[config.mk]
export PLATFORM = sky130hd
export DESIGN_NAME = hlsm_job_sequencer_flat
export DESIGN_NICKNAME = d
export VERILOG_FILES = /design/src/rtl/hlsm_pkg.sv /design/src/rtl/hlsm_job_sequencer_if.sv /design/src/rtl/hlsm_timeout_counter.sv /design/src/rtl/hlsm_job_sequencer.sv /design/src/flat_wrapper.sv
export SDC_FILE = /design/constraint.sdc
export NUM_CORES = 1
export LEC_CHECK = 0
export ABC_AREA = 1
export BUFFER_PORTS_ARGS = -buffer_cell sky130_fd_sc_hd__buf_4
export CORE_MARGIN = 4
export CORE_UTILIZATION = 51
export DETAILED_ROUTE_END_ITERATION = 10
export PLACE_DENSITY = 0.9
export SKIP_CTS_REPAIR_TIMING = 1
export SLEW_MARGIN = 40
export SYNTH_ARGS = -nofsm -noshare
export SYNTH_HDL_FRONTEND = slang
export SYNTH_HIERARCHICAL = 1
export SYNTH_SLANG_ARGS = --single-unit
export TNS_END_PERCENT = 100
[constraint.sdc]
create_clock -name clk_i -period 3.22 [get_ports clk_i]
set_input_delay 0.805 -clock clk_i [delete_from_list [all_inputs] [get_ports clk_i]]
set_output_delay 0.805 -clock clk_i [all_outputs]
set_load 0.01 [all_outputs]
[src/rtl/hlsm_pkg.sv]
// Shared types and defaults for the HLSM job sequencer wrapper.
package hlsm_pkg;

  typedef enum logic [1:0] {
    StIdle,
    StStart,
    StWait,
    StResp
  } state_e;

  localparam int unsigned DefDataWidth = 16;
  localparam int unsigned DefZWidth    = 8;
  localparam int unsigned DefTimeout   = 255;

  function automatic int unsigned timer_width(int unsigned timeout);
    return $clog2(timeout + 1);
  endfunction

endpackage

[src/rtl/hlsm_job_sequencer_if.sv]
// Operand, HLSM and result handshake signals of the job sequencer.
interface hlsm_job_sequencer_if
  import hlsm_pkg::*;
#(
  parameter int unsigned DataWidth = DefDataWidth,
  parameter int unsigned ZWidth    = DefZWidth
);
  logic                 in_valid;
  logic                 in_ready;
  logic [DataWidth-1:0] in_a;
  logic [DataWidth-1:0] in_b;
  logic [DataWidth-1:0] in_c;
  logic [DataWidth-1:0] hls_a;
  logic [DataWidth-1:0] hls_b;
  logic [DataWidth-1:0] hls_c;
  logic                 hls_start;
  logic                 hls_done;
  logic [ZWidth-1:0]    hls_z;
  logic [DataWidth-1:0] hls_x;
  logic                 out_valid;
  logic                 out_ready;
  logic [ZWidth-1:0]    out_z;
  logic [DataWidth-1:0] out_x;
  logic                 out_err;
  logic [7:0]           job_cnt;

  modport slave (
    input  in_valid, in_a, in_b, in_c, hls_done, hls_z, hls_x, out_ready,
    output in_ready, hls_a, hls_b, hls_c, hls_start, out_valid, out_z, out_x, out_err, job_cnt
  );

  modport master (
    output in_valid, in_a, in_b, in_c, hls_done, hls_z, hls_x, out_ready,
    input  in_ready, hls_a, hls_b, hls_c, hls_start, out_valid, out_z, out_x, out_err, job_cnt
  );
endinterface

[src/rtl/hlsm_timeout_counter.sv]
// WAIT-state cycle timer; expire_o flags the last permitted cycle (Timeout-1).
module hlsm_timeout_counter
  import hlsm_pkg::*;
#(
  parameter int unsigned Timeout = DefTimeout
) (
  input  logic clk_i,
  input  logic rst_ni,
  input  logic clr_i,
  input  logic en_i,
  output logic expire_o
);
  localparam int unsigned TimerW = timer_width(Timeout);

  logic [TimerW-1:0] cnt_q, cnt_d;

  always_comb begin
    cnt_d = cnt_q;
    if (clr_i) begin
      cnt_d = '0;
    end else if (en_i) begin
      cnt_d = cnt_q + TimerW'(1);
    end
  end

  always_ff @(posedge clk_i or negedge rst_ni) begin
    if (!rst_ni) begin
      cnt_q <= '0;
    end else begin
      cnt_q <= cnt_d;
    end
  end

  assign expire_o = (cnt_q == TimerW'(Timeout - 1));
endmodule

[src/rtl/hlsm_job_sequencer.sv]
// Serialises operand triplets into HLSM, waits for Done with a timeout and
// holds the result until the consumer drains it.
module hlsm_job_sequencer
  import hlsm_pkg::*;
#(
  parameter int unsigned DataWidth = DefDataWidth,
  parameter int unsigned ZWidth    = DefZWidth,
  parameter int unsigned Timeout   = DefTimeout
) (
  input logic                  clk_i,
  input logic                  rst_ni,
  hlsm_job_sequencer_if.slave  seq_io
);
  state_e               state_q, state_d;
  logic                 in_ready_q, hls_start_q, out_valid_q, out_err_q;
  logic [DataWidth-1:0] hls_a_q, hls_b_q, hls_c_q, out_x_q;
  logic [ZWidth-1:0]    out_z_q;
  logic [7:0]           job_cnt_q;
  logic                 accept, drain, expire;

  hlsm_timeout_counter #(
    .Timeout (Timeout)
  ) u_timer (
    .clk_i    (clk_i),
    .rst_ni   (rst_ni),
    .clr_i    (state_q == StStart),
    .en_i     (state_q == StWait),
    .expire_o (expire)
  );

  // in_ready_q is only high in StIdle, so it alone qualifies the accept.
  assign accept = seq_io.in_valid & in_ready_q;
  assign drain  = (state_q == StResp) & seq_io.out_ready;

  always_comb begin
    state_d = state_q;
    unique case (state_q)
      StIdle:  if (accept) state_d = StStart;
      StStart: state_d = StWait;
      StWait:  if (seq_io.hls_done || expire) state_d = StResp;
      StResp:  if (seq_io.out_ready) state_d = StIdle;
      default: state_d = StIdle;
    endcase
  end

  always_ff @(posedge clk_i or negedge rst_ni) begin
    if (!rst_ni) begin
      state_q     <= StIdle;
      in_ready_q  <= 1'b0;
      hls_start_q <= 1'b0;
      out_valid_q <= 1'b0;
      out_err_q   <= 1'b0;
      out_z_q     <= '0;
      out_x_q     <= '0;
      hls_a_q     <= '0;
      hls_b_q     <= '0;
      hls_c_q     <= '0;
      job_cnt_q   <= '0;
    end else begin
      state_q     <= state_d;
      // Status flags decode the next state so every output leaves a flop.
      in_ready_q  <= (state_d == StIdle);
      hls_start_q <= (state_d == StStart);
      out_valid_q <= (state_d == StResp);
      if (accept) begin
        hls_a_q <= seq_io.in_a;
        hls_b_q <= seq_io.in_b;
        hls_c_q <= seq_io.in_c;
      end
      if (state_q == StWait) begin
        if (seq_io.hls_done) begin
          out_z_q   <= seq_io.hls_z;
          out_x_q   <= seq_io.hls_x;
          out_err_q <= 1'b0;
        end else if (expire) begin
          out_z_q   <= '0;
          out_x_q   <= '0;
          out_err_q <= 1'b1;
        end
      end
      if (drain) begin
        job_cnt_q <= job_cnt_q + 8'd1;
      end
    end
  end

  assign seq_io.in_ready  = in_ready_q;
  assign seq_io.hls_start = hls_start_q;
  assign seq_io.hls_a     = hls_a_q;
  assign seq_io.hls_b     = hls_b_q;
  assign seq_io.hls_c     = hls_c_q;
  assign seq_io.out_valid = out_valid_q;
  assign seq_io.out_z     = out_z_q;
  assign seq_io.out_x     = out_x_q;
  assign seq_io.out_err   = out_err_q;
  assign seq_io.job_cnt   = job_cnt_q;
endmodule
[src/flat_wrapper.sv]
// flat-port wrapper written by rule: the top's interface ports become plain ports
module hlsm_job_sequencer_flat import hlsm_pkg::*;
#(
  parameter int unsigned DataWidth = DefDataWidth,
  parameter int unsigned ZWidth    = DefZWidth,
  parameter int unsigned Timeout   = DefTimeout
)
  (clk_i, rst_ni, seq_io_in_valid, seq_io_in_a, seq_io_in_b, seq_io_in_c, seq_io_hls_done, seq_io_hls_z, seq_io_hls_x, seq_io_out_ready, seq_io_in_ready, seq_io_hls_a, seq_io_hls_b, seq_io_hls_c, seq_io_hls_start, seq_io_out_valid, seq_io_out_z, seq_io_out_x, seq_io_out_err, seq_io_job_cnt);
  hlsm_job_sequencer_if #(.DataWidth(DataWidth), .ZWidth(ZWidth)) seq_io_i ();
  input logic clk_i;
  input logic rst_ni;
  input wire logic [$bits(seq_io_i.in_valid)-1:0] seq_io_in_valid;
  input wire logic [$bits(seq_io_i.in_a)-1:0] seq_io_in_a;
  input wire logic [$bits(seq_io_i.in_b)-1:0] seq_io_in_b;
  input wire logic [$bits(seq_io_i.in_c)-1:0] seq_io_in_c;
  input wire logic [$bits(seq_io_i.hls_done)-1:0] seq_io_hls_done;
  input wire logic [$bits(seq_io_i.hls_z)-1:0] seq_io_hls_z;
  input wire logic [$bits(seq_io_i.hls_x)-1:0] seq_io_hls_x;
  input wire logic [$bits(seq_io_i.out_ready)-1:0] seq_io_out_ready;
  output wire logic [$bits(seq_io_i.in_ready)-1:0] seq_io_in_ready;
  output wire logic [$bits(seq_io_i.hls_a)-1:0] seq_io_hls_a;
  output wire logic [$bits(seq_io_i.hls_b)-1:0] seq_io_hls_b;
  output wire logic [$bits(seq_io_i.hls_c)-1:0] seq_io_hls_c;
  output wire logic [$bits(seq_io_i.hls_start)-1:0] seq_io_hls_start;
  output wire logic [$bits(seq_io_i.out_valid)-1:0] seq_io_out_valid;
  output wire logic [$bits(seq_io_i.out_z)-1:0] seq_io_out_z;
  output wire logic [$bits(seq_io_i.out_x)-1:0] seq_io_out_x;
  output wire logic [$bits(seq_io_i.out_err)-1:0] seq_io_out_err;
  output wire logic [$bits(seq_io_i.job_cnt)-1:0] seq_io_job_cnt;
  assign seq_io_i.in_valid = seq_io_in_valid;
  assign seq_io_i.in_a = seq_io_in_a;
  assign seq_io_i.in_b = seq_io_in_b;
  assign seq_io_i.in_c = seq_io_in_c;
  assign seq_io_i.hls_done = seq_io_hls_done;
  assign seq_io_i.hls_z = seq_io_hls_z;
  assign seq_io_i.hls_x = seq_io_hls_x;
  assign seq_io_i.out_ready = seq_io_out_ready;
  assign seq_io_in_ready = seq_io_i.in_ready;
  assign seq_io_hls_a = seq_io_i.hls_a;
  assign seq_io_hls_b = seq_io_i.hls_b;
  assign seq_io_hls_c = seq_io_i.hls_c;
  assign seq_io_hls_start = seq_io_i.hls_start;
  assign seq_io_out_valid = seq_io_i.out_valid;
  assign seq_io_out_z = seq_io_i.out_z;
  assign seq_io_out_x = seq_io_i.out_x;
  assign seq_io_out_err = seq_io_i.out_err;
  assign seq_io_job_cnt = seq_io_i.job_cnt;
  hlsm_job_sequencer #(.DataWidth(DataWidth), .ZWidth(ZWidth), .Timeout(Timeout)) u_core (.clk_i(clk_i), .rst_ni(rst_ni), .seq_io(seq_io_i));
endmodule
# Word level (Yosys, flattened, before mapping)
# Index checks and enable logic that the tools add are counted.
[word_totals]
inputBits = 77
out_inout_bits = 84
word_cells = 40
register_bits = 94
[op_classes]
n_eq_ne = 6
n_mux = 12
n_reduce_logical = 6
n_bitwise = 2
add_sub_neg = 2
[ops]
columns = ["op", "n"]
rows = [
  ["$mux 16", 2],
  ["$mux 8", 4],
  ["$add 8x1->8 const B", 2],
  ["$eq 8x8->1 const B", 1],
  ["$pmux 2 s4", 1],
  ["$eq 2x2->1 const B", 3],
  ["$mux 2", 3],
  ["$eq 2x1->1 const B", 2],
  ["$logic_not 2->1", 2],
  ["$reduce_bool 2->1", 2],
  ["$and 1x1->1", 2],
  ["$mux 1", 2],
  ["$reduce_and 2->1", 1],
  ["$logic_or 1x1->1", 1],
]

# Depth between registers and ports, before layout
# Gate-level depths: netlist of run 1.
[logic_depth]
word_depth = 5
depth_mapped = 9

# Modules after synthesis
# Netlist of run 1, hierarchy kept.
[by_module_without_submodules]
columns = ["mod", "seq_area_each_um2", "cells_each", "area_per_inst_um2", "instances"]
rows = [
  ["hlsm_job_sequencer", 2152.1, 279, 3364.5, 1],
  ["hlsm_timeout_counter", 200.2, 59, 466.7, 1],
]

# Worst setup path after synthesis of run 1
# No wires, ideal clock.
[synth_timing]
kind = "input-to-reg"
from = "input seq_io_in_valid"
to = "register u_core.hls_b_q[0], in the netlist u_core/seq_io.hls_b[0]"
setup_slack_ns = 1.530
setup_time_ns = 0.125
t_arrival_ns = 1.565
required_time_ns = 3.095
stages = 4
cell_sequence = "nand2_1 buf_2 buf_6 mux2_2"
[synth_via]
elab_chain_cells = 1
[synth_rtl]
columns = ["element", "line", "text"]
rows = [
  ["start, declared", "flat_wrapper.sv:12", "input wire logic [$bits(seq_io_i.in_valid)-1:0] seq_io_in_valid;"],
  ["$and 1x1->1", "hlsm_job_sequencer.sv:32", "assign accept = seq_io.in_valid & in_ready_q;"],
  ["end signal, assigned", "hlsm_job_sequencer.sv:67", "hls_b_q <= seq_io.in_b;"],
  ["end, declared", "hlsm_job_sequencer.sv:16", "logic [DataWidth-1:0] hls_a_q, hls_b_q, hls_c_q, out_x_q;"],
]
# Every way passes these cells.
# A chain may end at the register's enable or synchronous reset.

# Final worst setup path of run 1
[layout_timing]
from = "input seq_io_in_valid"
to = "register u_core.hls_a_q[13], in the netlist u_core/seq_io.hls_a[13]"
[layout_via]
elab_chain_cells = 1
[layout_rtl]
columns = ["element", "line", "text"]
rows = [
  ["$and 1x1->1", "hlsm_job_sequencer.sv:32", ""],
  ["end signal, assigned", "hlsm_job_sequencer.sv:66", "hls_a_q <= seq_io.in_a;"],
  ["end, declared", "hlsm_job_sequencer.sv:16", ""],
]
# Every way passes these cells.

==> impl_metrics.json, run 1 <==
{
  "power.total_mw": 4.94,
  "port-buffer-count": 160,
  "drt_pass1_iterations": 4,
  "finalHoldViolations": 0,
  "start_util_pct": 52.5,
  "clock_skew_ns": 0.00973,
  "rr_startpoint": "u_core/seq_io.in_ready",
  "synthSimpleGateAreaFrac_pct": 17.0,
  "switching_share_pct": 34.7,
  "grt_max_degree": 57,
  "place_ws_ns": 0.964,
  "worstSkewPairLatency_ns": 0.35,
  "numCtsBuffers": 9,
  "num_antenna_cells": 0,
  "yosys.area_share.adder_pct": 0.980,
  "arrival_ns": 2.13,
  "vias": 2939,
  "rsz0062_at_grt": "no",
  "synth_area_um2": 3830,
  "status": "finished clean",
  "detail-route-antenna-nets": 0,
  "tritoncts": "done",
  "clockBufferDepth": 2,
  "critPathRequiredTime_ns": 3.44,
  "worst_slack_ns": 1.31,
  "cts_sinks": 94,
  "path_max_fanout": 30,
  "vias_per_cell": 4.84,
  "ir_drop_mv": 0.456,
  "gr-total-overflow": 0,
  "track_usage_pct": 20.5,
  "intPower_mw": 3.22,
  "power_leakage_nw": 2.77,
  "gp_congestion": 0.785,
  "r2r-end": "u_core/seq_io.hls_a[13]",
  "cts-root-buf": "clkbuf_8",
  "slew_violations": 0,
  "synth_cell_types": 24,
  "dieArea_um2": 8960,
  "muxShareOfSynthArea_pct": 14.1,
  "wire_per_inst_um": 15.1,
  "synthXorXnorAreaFrac_pct": 0.914,
  "grt_pass1_vias": 3018,
  "sequential_cell_area_um2": 2350,
  "end_kind": "register",
  "layout.nets": 583,
  "fp.dieW_um": 94.7,
  "synth_compound_area_share_pct": 1.27,
  "die-height_um": 94.7,
  "p_comb_share_pct": 42.2,
  "setup_tns_ns": 0,
  "io_pins": 161,
  "yosys_warnings": 6,
  "timing.max_cap.violations": 0,
  "dp_hpwl_mm": 7.15,
  "post-route-period-util_pct": 59.3,
  "avgSynthCellArea_um2": 11.3,
  "fmax_ghz": 0.523,
  "clkSlewWorstSetupHoldPaths_ns": 0.09,
  "netlist_instances": 338,
  "antenna_found_initial": 0,
  "post_route_cells_drive_above_1_share_pct": 47.8,
  "multi_input_area_um2": 1320,
  "drtIter0Drc": 81,
  "yosysSeqAreaShare_pct": 61.4,
  "worst_setup_path_start_kind": "primary input",
  "setup_violations": 0,
  "worst_pin_slew_ns": 0.544,
  "power.switching_mw": 1.71,
  "slew_headroom_pct": 63.7,
  "p_clk_share_pct": 16.1,
  "synth_top_family_by_area": "simple AND/OR/NAND/NOR gates",
  "drcViolationCount": 0,
  "wl_mm": 9.16,
  "syn_nets": 418,
  "rows": 31,
  "power_density_nw_per_um2": 927,
  "r2r_slack_ns": 1.46,
  "core-area_um2": 7290,
  "cts_max_level": 3,
  "layout_min_cycle_time_ns": 1.91,
  "area_growth_pct": 39.1,
  "grt_pass1_wl_mm": 14.1,
  "fillers": 526,
  "p_seq_share_pct": 41.7,
  "r2r_cells": 3,
  "worst-setup-path-type": "primary input to register",
  "ys_ff_latch": 94,
  "hold_path_class": "primary input to asynchronous set/reset pin"
}
-- power by group through the flow --
stage | registers (mW) | logic, mW | clock network (mW)
after CTS | 2.07 | 2.12 | 0.813
after floorplan | 2.26 | 0.827 | 0
after detailed placement | 2.08 | 2.12 | 0
after global routing | 2.13 | 2.27 | 0.872
after global placement | 2.05 | 2.03 | 0
final | 2.06 | 2.08 | 0.794
-- state kept, by name, indices dropped and copies added (netlist names) --
register,flops
u_core/seq_io.in_ready,1
u_core/seq_io.hls_start,1
u_core/seq_io.hls_c,16
u_core/state_q,2
u_core/seq_io.out_valid,1
u_core/seq_io.out_err,1
u_core/seq_io.hls_a,16
u_core/seq_io.out_x,16
u_core/seq_io.job_cnt,8
u_core/u_timer/cnt_q,8
u_core/seq_io.out_z,8
u_core/seq_io.hls_b,16
-- worst max path at each step --
stage                               start                 endpoint  slack (ns)  cells after the start
after floorplan           seq_io_in_valid   u_core/seq_io.hls_b[0]        1.53                      4
after global placement    seq_io_in_valid  u_core/seq_io.hls_a[11]        1.01                      4
after detailed placement  seq_io_in_valid  u_core/seq_io.hls_a[13]        0.96                      4
after CTS                 seq_io_in_valid  u_core/seq_io.hls_a[13]        1.34                      4
after global routing      seq_io_in_valid  u_core/seq_io.hls_a[13]        1.28                      4
final                     seq_io_in_valid  u_core/seq_io.hls_a[13]        1.31                      4
-- worst max-delay path, stage by stage --
cell and delay, ns:
buf_4 0.12, nand2_2 0.35, buf_4 0.44, mux2_2 0.40
-- metrics by stage --
step | cell area [um^2] | util [%] | hold slack, ns | std cells
6_report | 5330 | 73.1 | 0.415 | 607
5_1_grt | 5330 | 73.1 | 0.429 | 607
4_1_cts | 5330 | 73.1 | 0.430 | 607
3_5_place_dp | 5120 | 70.2 | 0.467 | 591
3_3_place_gp | 5120 | 70.2 | 0.466 | 591
2_1_floorplan | 3830 | - | 0.501 | 338
-- cell families (layout without fill, tap and decap cells) --
family	count (synthesis)	after routing
flip-flops	94	94
buffers and inverters	33	203
adder cells (fa/ha/maj)	3	3
multiplexers	48	48
AND/OR/NAND/NOR	147	147
XOR/XNOR	4	4
AO/OA/AOI/OAI	9	9
-- synth_stat cells, drive strengths merged --
library cell,instances,area (um^2)
ha,3,37.5
mux2,48,541
dfrtp,94,2350
clkinv,1,5.00
nand4,2,12.5
nor2,20,115
nand2,106,408
nand3b,1,7.51
a21oi,5,25.0
xor2,4,35.0
inv,23,86.3
buf,9,75.1
nor3,1,5.00
o21ai,4,23.8
nand3,17,103
-- cells in the final DEF (no fill, tap or decap), types with 3 or more instances in the layout --
cell	count
nand3_1	15
buf_4	162
inv_1	21
a21oi_1	5
xor2_1	4
nor2_1	14
nor2_4	5
mux2_2	48
clkbuf_8	11
ha_1	3
nand2_1	101
nand2_2	5
dfrtp_1	94
o21ai_0	3
-- per-layer routing --
layer | up-vias | GRT usage, % | wire (um)
met2 | 120 | 36.5 | 4660
li1 | 1406 | - | -
met3 | 18 | 4.62 | 676
met1 | 1395 | 23.6 | 3620
met5 | - | 0 | 0
met4 | 0 | 8.89 | 194
-- area by class of cell --
type	count	area share [%]
Sequential cell	94	44.2
Clock buffer	12	2.91
Clock inverter	4	1.01
Timing Repair Buffer	163	23.2
Tap cell	99	2.33
Multi-Input combinational cell	211	24.7
Inverter	24	1.71
Note: power is estimated with default switching activity, not from simulation.
==> run 2: changes to the inputs <==
--- a/config.mk
+++ b/config.mk
@@ -5,12 +5,12 @@
 export SDC_FILE = /design/constraint.sdc
 export NUM_CORES = 1
 export LEC_CHECK = 0
-export ABC_AREA = 1
+export ABC_AREA = 0
 export BUFFER_PORTS_ARGS = -buffer_cell sky130_fd_sc_hd__buf_4
 export CORE_MARGIN = 4
-export CORE_UTILIZATION = 51
+export CORE_UTILIZATION = 47
 export DETAILED_ROUTE_END_ITERATION = 10
-export PLACE_DENSITY = 0.9
+export PLACE_DENSITY = 0.85
 export SKIP_CTS_REPAIR_TIMING = 1
 export SLEW_MARGIN = 40
 export SYNTH_ARGS = -nofsm -noshare
==> constraint.sdc (replaced) <==
create_clock -name clk_i -period 2 [get_ports clk_i]
set_input_delay 0.5 -clock clk_i [delete_from_list [all_inputs] [get_ports clk_i]]
set_output_delay 0.5 -clock clk_i [all_outputs]
set_load 0.01 [all_outputs]
==> run 2 against run 1 <==
  * Synthesized cell count is 27% lower
  * Routed wire length shrank 6.6%
  * Final area fell by 3.5%
  * Total power increased by 58%
  * Critical endpoint is now u_core/seq_io.out_z[0]
  * Highest routed layer unchanged
==> impl_metrics.json, run 2 <==
{
  "synth_most_common_cell": "dfrtp_1",
  "wl_mm": 8.55,
  "worst_slack_ns": 0.387,
  "arrival_ns": 1.86,
  "power.total_mw": 7.79,
  "final_core_util_pct": 69.4,
  "core-area_um2": 7410,
  "mostFrequentLayoutCell": "buf_4",
  "drtIter0Drc": 50,
  "syn_nets": 327,
  "intPower_mw": 5.24,
  "p_seq_share_pct": 42.6,
  "fin_cells": 513,
  "yosys_warnings": 6,
  "clkSlewWorstSetupHoldPaths_ns": 0.09,
  "rows": 31,
  "synthFlopType": "dfrtp_1",
  "grt_pass1_vias": 2622,
  "critPathRequiredTime_ns": 2.25,
  "synth_cell_types": 33,
  "drt_pass1_iterations": 4,
  "num_antenna_cells": 0,
  "timing.max_cap.violations": 0,
  "synth-edff-count": 0,
  "path_max_fanout": 24,
  "slew_headroom_pct": 68.7,
  "dieArea_um2": 9270,
  "drcViolationCount": 0,
  "finalInstanceArea_um2": 5140,
  "area_growth_pct": 40.4,
  "grt_max_degree": 95,
  "slew_violations": 0,
  "numCtsBuffers": 9,
  "vias_per_cell": 5.07,
  "p_clk_share_pct": 15.6,
  "p_comb_share_pct": 41.8,
  "synth_top_area_cell": "dfrtp_1",
  "worstSkewPairLatency_ns": 0.35,
  "tritoncts": "done",
  "ir_drop_mv": 0.635,
  "whs_ns": 0.193,
  "ys_ff_latch": 94,
  "async_flop_share_pct": 100,
  "finalHoldViolations": 0,
  "worst_setup_path_start_kind": "register",
  "synth_area_leaders": "dfrtp_1 64%, mux2_2 15%, a22o_1 5.3%, xor2_1 1.4%, xnor2_1 1.2%",
  "switching_share_pct": 32.7,
  "fmax_ghz": 0.620,
  "cts-root-buf": "clkbuf_8",
  "yosys.area.top_type_share_pct": 64.2,
  "io_pins": 161,
  "worst-setup-path-type": "register to register",
  "power.switching_mw": 2.55,
  "setup_violations": 0,
  "placed_area_um2": 4950,
  "wire_per_inst_um": 16.7,
  "place_ws_ns": 0.382,
  "avgSynthCellArea_um2": 14.8,
  "fillers": 547,
  "worst_pin_slew_ns": 0.470,
  "hold_path_class": "primary input to asynchronous set/reset pin",
  "cts_max_level": 3,
  "antenna_found_initial": 0,
  "post-route-period-util_pct": 80.7,
  "vias": 2599,
  "detail-route-antenna-nets": 0,
  "track_usage_pct": 18.2,
  "multi_input_area_um2": 1200,
  "cts_sinks": 94,
  "gr-total-overflow": 0,
  "gp_congestion": 0.746,
  "setup_tns_ns": 0,
  "layout.nets": 490,
  "grt_pass1_wl_mm": 12.6,
  "fp.dieW_um": 96.3,
  "start_util_pct": 49.5,
  "status": "finished clean",
  "power_density_nw_per_um2": 1510,
  "die-height_um": 96.3,
  "end_kind": "register",
  "clockBufferDepth": 2,
  "sequential_cell_area_um2": 2350,
  "netlist_instances": 247,
  "placedCellCount": 498,
  "layout_min_cycle_time_ns": 1.61,
  "dp_hpwl_mm": 6.59,
  "layout_common_cells": "161 x buf_4, 94 x dfrtp_1, 48 x mux2_2",
  "synth_area_um2": 3660,
  "post_route_cells_drive_above_1_share_pct": 57.2,
  "clock_skew_ns": 0.00995,
  "rsz0062_at_grt": "no",
  "power_leakage_nw": 2.54,
  "netlist_top_cells_count": "94 x dfrtp_1, 48 x mux2_2, 22 x a22o_1",
  "yosysSeqAreaShare_pct": 64.2,
  "port-buffer-count": 160
}
[run 2: routing by layer]
layer | vias to the layer above | wire, um | GRT usage, %
li1 | 1212 | - | -
met1 | 1264 | 3160 | 20.9
met2 | 101 | 4480 | 30.7
met3 | 22 | 672 | 5.39
met4 | 0 | 244 | 9.46
met5 | - | 0 | 0
[run 2: area by class of cell]
class / instances / area share (%)
clock buffer: 10 / 2.68
clock inverter: 5 / 1.17
inverter: 1 / 0.0730
multi-input combinational: 140 / 23.3
sequential: 94 / 45.7
tap: 99 / 2.41
timing repair buffer: 164 / 24.7
[run 2: worst max-delay path, cell delays in order (launching register included)]
cell and delay (ns):
dfrtp_1 0.45, inv_1 0.09, ha_1 0.14, nand3_1 0.07, nor2_1 0.17, o21ai_2 0.10
buf_4 0.23, a22o_2 0.27
[run 2: path summary, 6_finish.rpt]
path	cells past startpoint	end	start	slack [ns]
max in group asynchronous	2	u_core/u_timer/cnt_q[5]	rst_ni	1.45
min in group clk_i	2	u_core/seq_io.out_x[12]	seq_io_hls_x[12]	0.36
min	2	u_core/seq_io.hls_a[1]	rst_ni	0.19
min reg2reg	1	u_core/seq_io.job_cnt[7]	u_core/seq_io.job_cnt[7]	0.47
max reg2reg	7	u_core/seq_io.out_z[0]	u_core/u_timer/cnt_q[0]	0.39
max	7	u_core/seq_io.out_z[0]	u_core/u_timer/cnt_q[0]	0.39
[run 2: kinds of logic (layout without fill, tap and decap cells)]
kind of cell / count (synthesis) / count (layout) / synth area share, %
buf+inv: 13 / 180 / 3.21
xor+xnor: 11 / 11 / 2.63
mux: 48 / 48 / 14.7
flops: 94 / 94 / 64.2
compound gates: 34 / 34 / 7.44
simple gates: 44 / 44 / 6.76
fa+ha+maj: 3 / 3 / 1.02
[run 2: power groups by stage]
stage               combinational, mW  clock (mW)  sequential (mW)
floorplan                        1.33           0             3.66
global placement                 3.22           0             3.32
detailed placement               3.30           0             3.38
CTS                              3.31        1.26             3.33
global route                     3.52        1.35             3.43
finish                           3.25        1.21             3.32
==> run 3: changes to the inputs <==
--- a/config.mk
+++ b/config.mk
@@ -8,9 +8,9 @@
 export ABC_AREA = 0
 export BUFFER_PORTS_ARGS = -buffer_cell sky130_fd_sc_hd__buf_4
 export CORE_MARGIN = 4
-export CORE_UTILIZATION = 47
+export CORE_UTILIZATION = 42
 export DETAILED_ROUTE_END_ITERATION = 10
-export PLACE_DENSITY = 0.85
+export PLACE_DENSITY = 0.81
 export SKIP_CTS_REPAIR_TIMING = 1
 export SLEW_MARGIN = 40
 export SYNTH_ARGS = -nofsm -noshare
==> constraint.sdc (replaced) <==
create_clock -name clk_i -period 1.4 [get_ports clk_i]
set_input_delay 0.35 -clock clk_i [delete_from_list [all_inputs] [get_ports clk_i]]
set_output_delay 0.35 -clock clk_i [all_outputs]
set_load 0.01 [all_outputs]
==> run 3 against run 2 <==
  * Sequential share of layout area down 1.1 points
  * Critical path depth unchanged
  * Count of clock-buffer cells in the layout up 1
  * Clock skew down 0.00066 ns
  * Critical endpoint unchanged
  * Sequential power up 40%
  * Non-clock buffer count up 12
  * Core utilization down 6.3 points
  * Global-route usage down 1.9 points
  * Register-to-register slack worse by 0.44 ns
  * Setup slack worse by 0.44 ns
  * Die area up 11%
  * Largest cell class unchanged
  * Highest routed layer unchanged
  * Combinational power up 53%
  * Critical path type unchanged
  * The run now ends with negative hold slack, negative setup slack left
==> impl_metrics.json, run 3 (same netlist as run 2, synthesis figures left out) <==
{
  "status": "finished, violations left",
  "violations": "negative hold slack, negative setup slack",
  "clock_skew_ns": 0.00929,
  "end_kind": "register",
  "grt_pass1_vias": 2716,
  "path_max_fanout": 24,
  "grt_max_degree": 95,
  "post_route_cells_drive_above_1_share_pct": 59.0,
  "worst-setup-path-type": "register to register",
  "setup_violations": 24,
  "ir_drop_mv": 0.876,
  "arrival_ns": 1.68,
  "grt_pass1_wl_mm": 13.1,
  "layout_min_cycle_time_ns": 1.45,
  "cts_max_level": 3,
  "wire_per_inst_um": 16.2,
  "cts-root-buf": "clkbuf_8",
  "vias": 2664,
  "vias_per_cell": 5.01,
  "cts_sinks": 94,
  "finalInstanceArea_um2": 5270,
  "slew_headroom_pct": 65.8,
  "gr-total-overflow": 0,
  "clockBufferDepth": 2,
  "worstSkewPairLatency_ns": 0.34,
  "drtIter0Drc": 49,
  "rr_startpoint": "u_core/u_timer/cnt_q[0]",
  "final_core_util_pct": 63.2,
  "worst_setup_path_start_kind": "register",
  "io_pins": 161,
  "numCtsBuffers": 9,
  "power_leakage_nw": 2.61,
  "core-area_um2": 8340,
  "whs_ns": -0.0117,
  "dieArea_um2": 10300,
  "clkSlewWorstSetupHoldPaths_ns": 0.09,
  "placed_area_um2": 5040,
  "setup_tns_ns": -0.559,
  "tritoncts": "done",
  "die-height_um": 101,
  "r2r_slack_ns": -0.05,
  "critPathRequiredTime_ns": 1.63,
  "slew_violations": 0,
  "layout.nets": 502,
  "finalHoldViolations": 5,
  "wl_mm": 8.61,
  "mostFrequentLayoutCell": "buf_4",
  "fmax_ghz": 0.689,
  "track_usage_pct": 16.3,
  "crit_start": "u_core/u_timer/cnt_q[0]",
  "gp_congestion": 0.786,
  "area_growth_pct": 43.8,
  "power_density_nw_per_um2": 2180,
  "start_util_pct": 43.9,
  "worst_slack_ns": -0.0506,
  "rows": 33,
  "drt_pass1_iterations": 4,
  "antenna_found_initial": 0,
  "port-buffer-count": 160,
  "r2r-end": "u_core/seq_io.out_z[0]",
  "r2r_cells": 7,
  "num_antenna_cells": 0,
  "fp.dieW_um": 101,
  "post-route-period-util_pct": 104,
  "dp_hpwl_mm": 6.47,
  "detail-route-antenna-nets": 0,
  "hold_path_class": "primary input to asynchronous set/reset pin",
  "layout_common_cells": "172 x buf_4, 94 x dfrtp_1, 48 x mux2_2",
  "rsz0062_at_grt": "yes",
  "worst_pin_slew_ns": 0.513,
  "drcViolationCount": 0,
  "power.total_mw": 11.5,
  "timing.max_cap.violations": 0
}
[run 3: changes by cell type in the layout (fill, tap and decap cells not counted)]
cell and change:
buf_12 +1, buf_4 +11, clkbuf_8 +1, clkinv_2 +1
clkinv_4 -2, ha_1 -1, ha_2 +1, inv_6 +1
nor2_1 -1, nor2_2 +1, o311ai_0 -1, o311ai_1 +1
[run 3: metrics by stage]
stage	setup slack, ns	cells	hold WS (ns)
6_report	-0.0506	532	-0.0117
5_1_grt	-0.114	532	0.0489
4_1_cts	-0.0791	530	0.0569
3_5_place_dp	-0.0274	514	0.445
3_3_place_gp	0.0145	514	0.432
2_1_floorplan	-0.0325	247	0.0544
[run 3: cell type report]
cell class                      count  area (um^2)
Clock buffer                       11          151
Clock inverter                      5         56.3
Fill cell                         654         3070
Inverter                            1         3.75
Multi-Input combinational cell    140         1200
Sequential cell                    94         2350
Tap cell                          105          131
Timing Repair Buffer              176         1370
[run 3: worst max-delay path by stage]
stage                                    to  slack (ns)  cells after the start
global placement    u_core/seq_io.out_x[15]        0.01                      7
finish               u_core/seq_io.out_z[0]       -0.05                      7
floorplan           u_core/seq_io.out_x[10]       -0.03                      7
global route         u_core/seq_io.out_z[0]       -0.11                      7
detailed placement   u_core/seq_io.out_z[0]       -0.03                      7
CTS                  u_core/seq_io.out_z[0]       -0.08                      7
[run 3: critical path: stages, from the launching register on]
cell     delay, ns
dfrtp_1       0.39
inv_1         0.06
ha_1          0.13
nand3_1       0.08
nor2_2        0.16
o21ai_2       0.10
buf_12        0.17
a22o_2        0.25
[run 3: routing by layer]
metal	vias to the layer above	routed length, um	global-route usage (%)
met3	16	536	2.96
met4	0	224	7.16
met1	1327	3290	19.7
met2	86	4560	28.5
li1	1235	-	-
met5	-	0	0
[run 3: power by group]
| group | internal [mW] | switching [mW] |
|---|---|---|
| logic | 2.87 | 2.11 |
| registers | 3.94 | 0.721 |
| clock network | 0.925 | 0.927 |
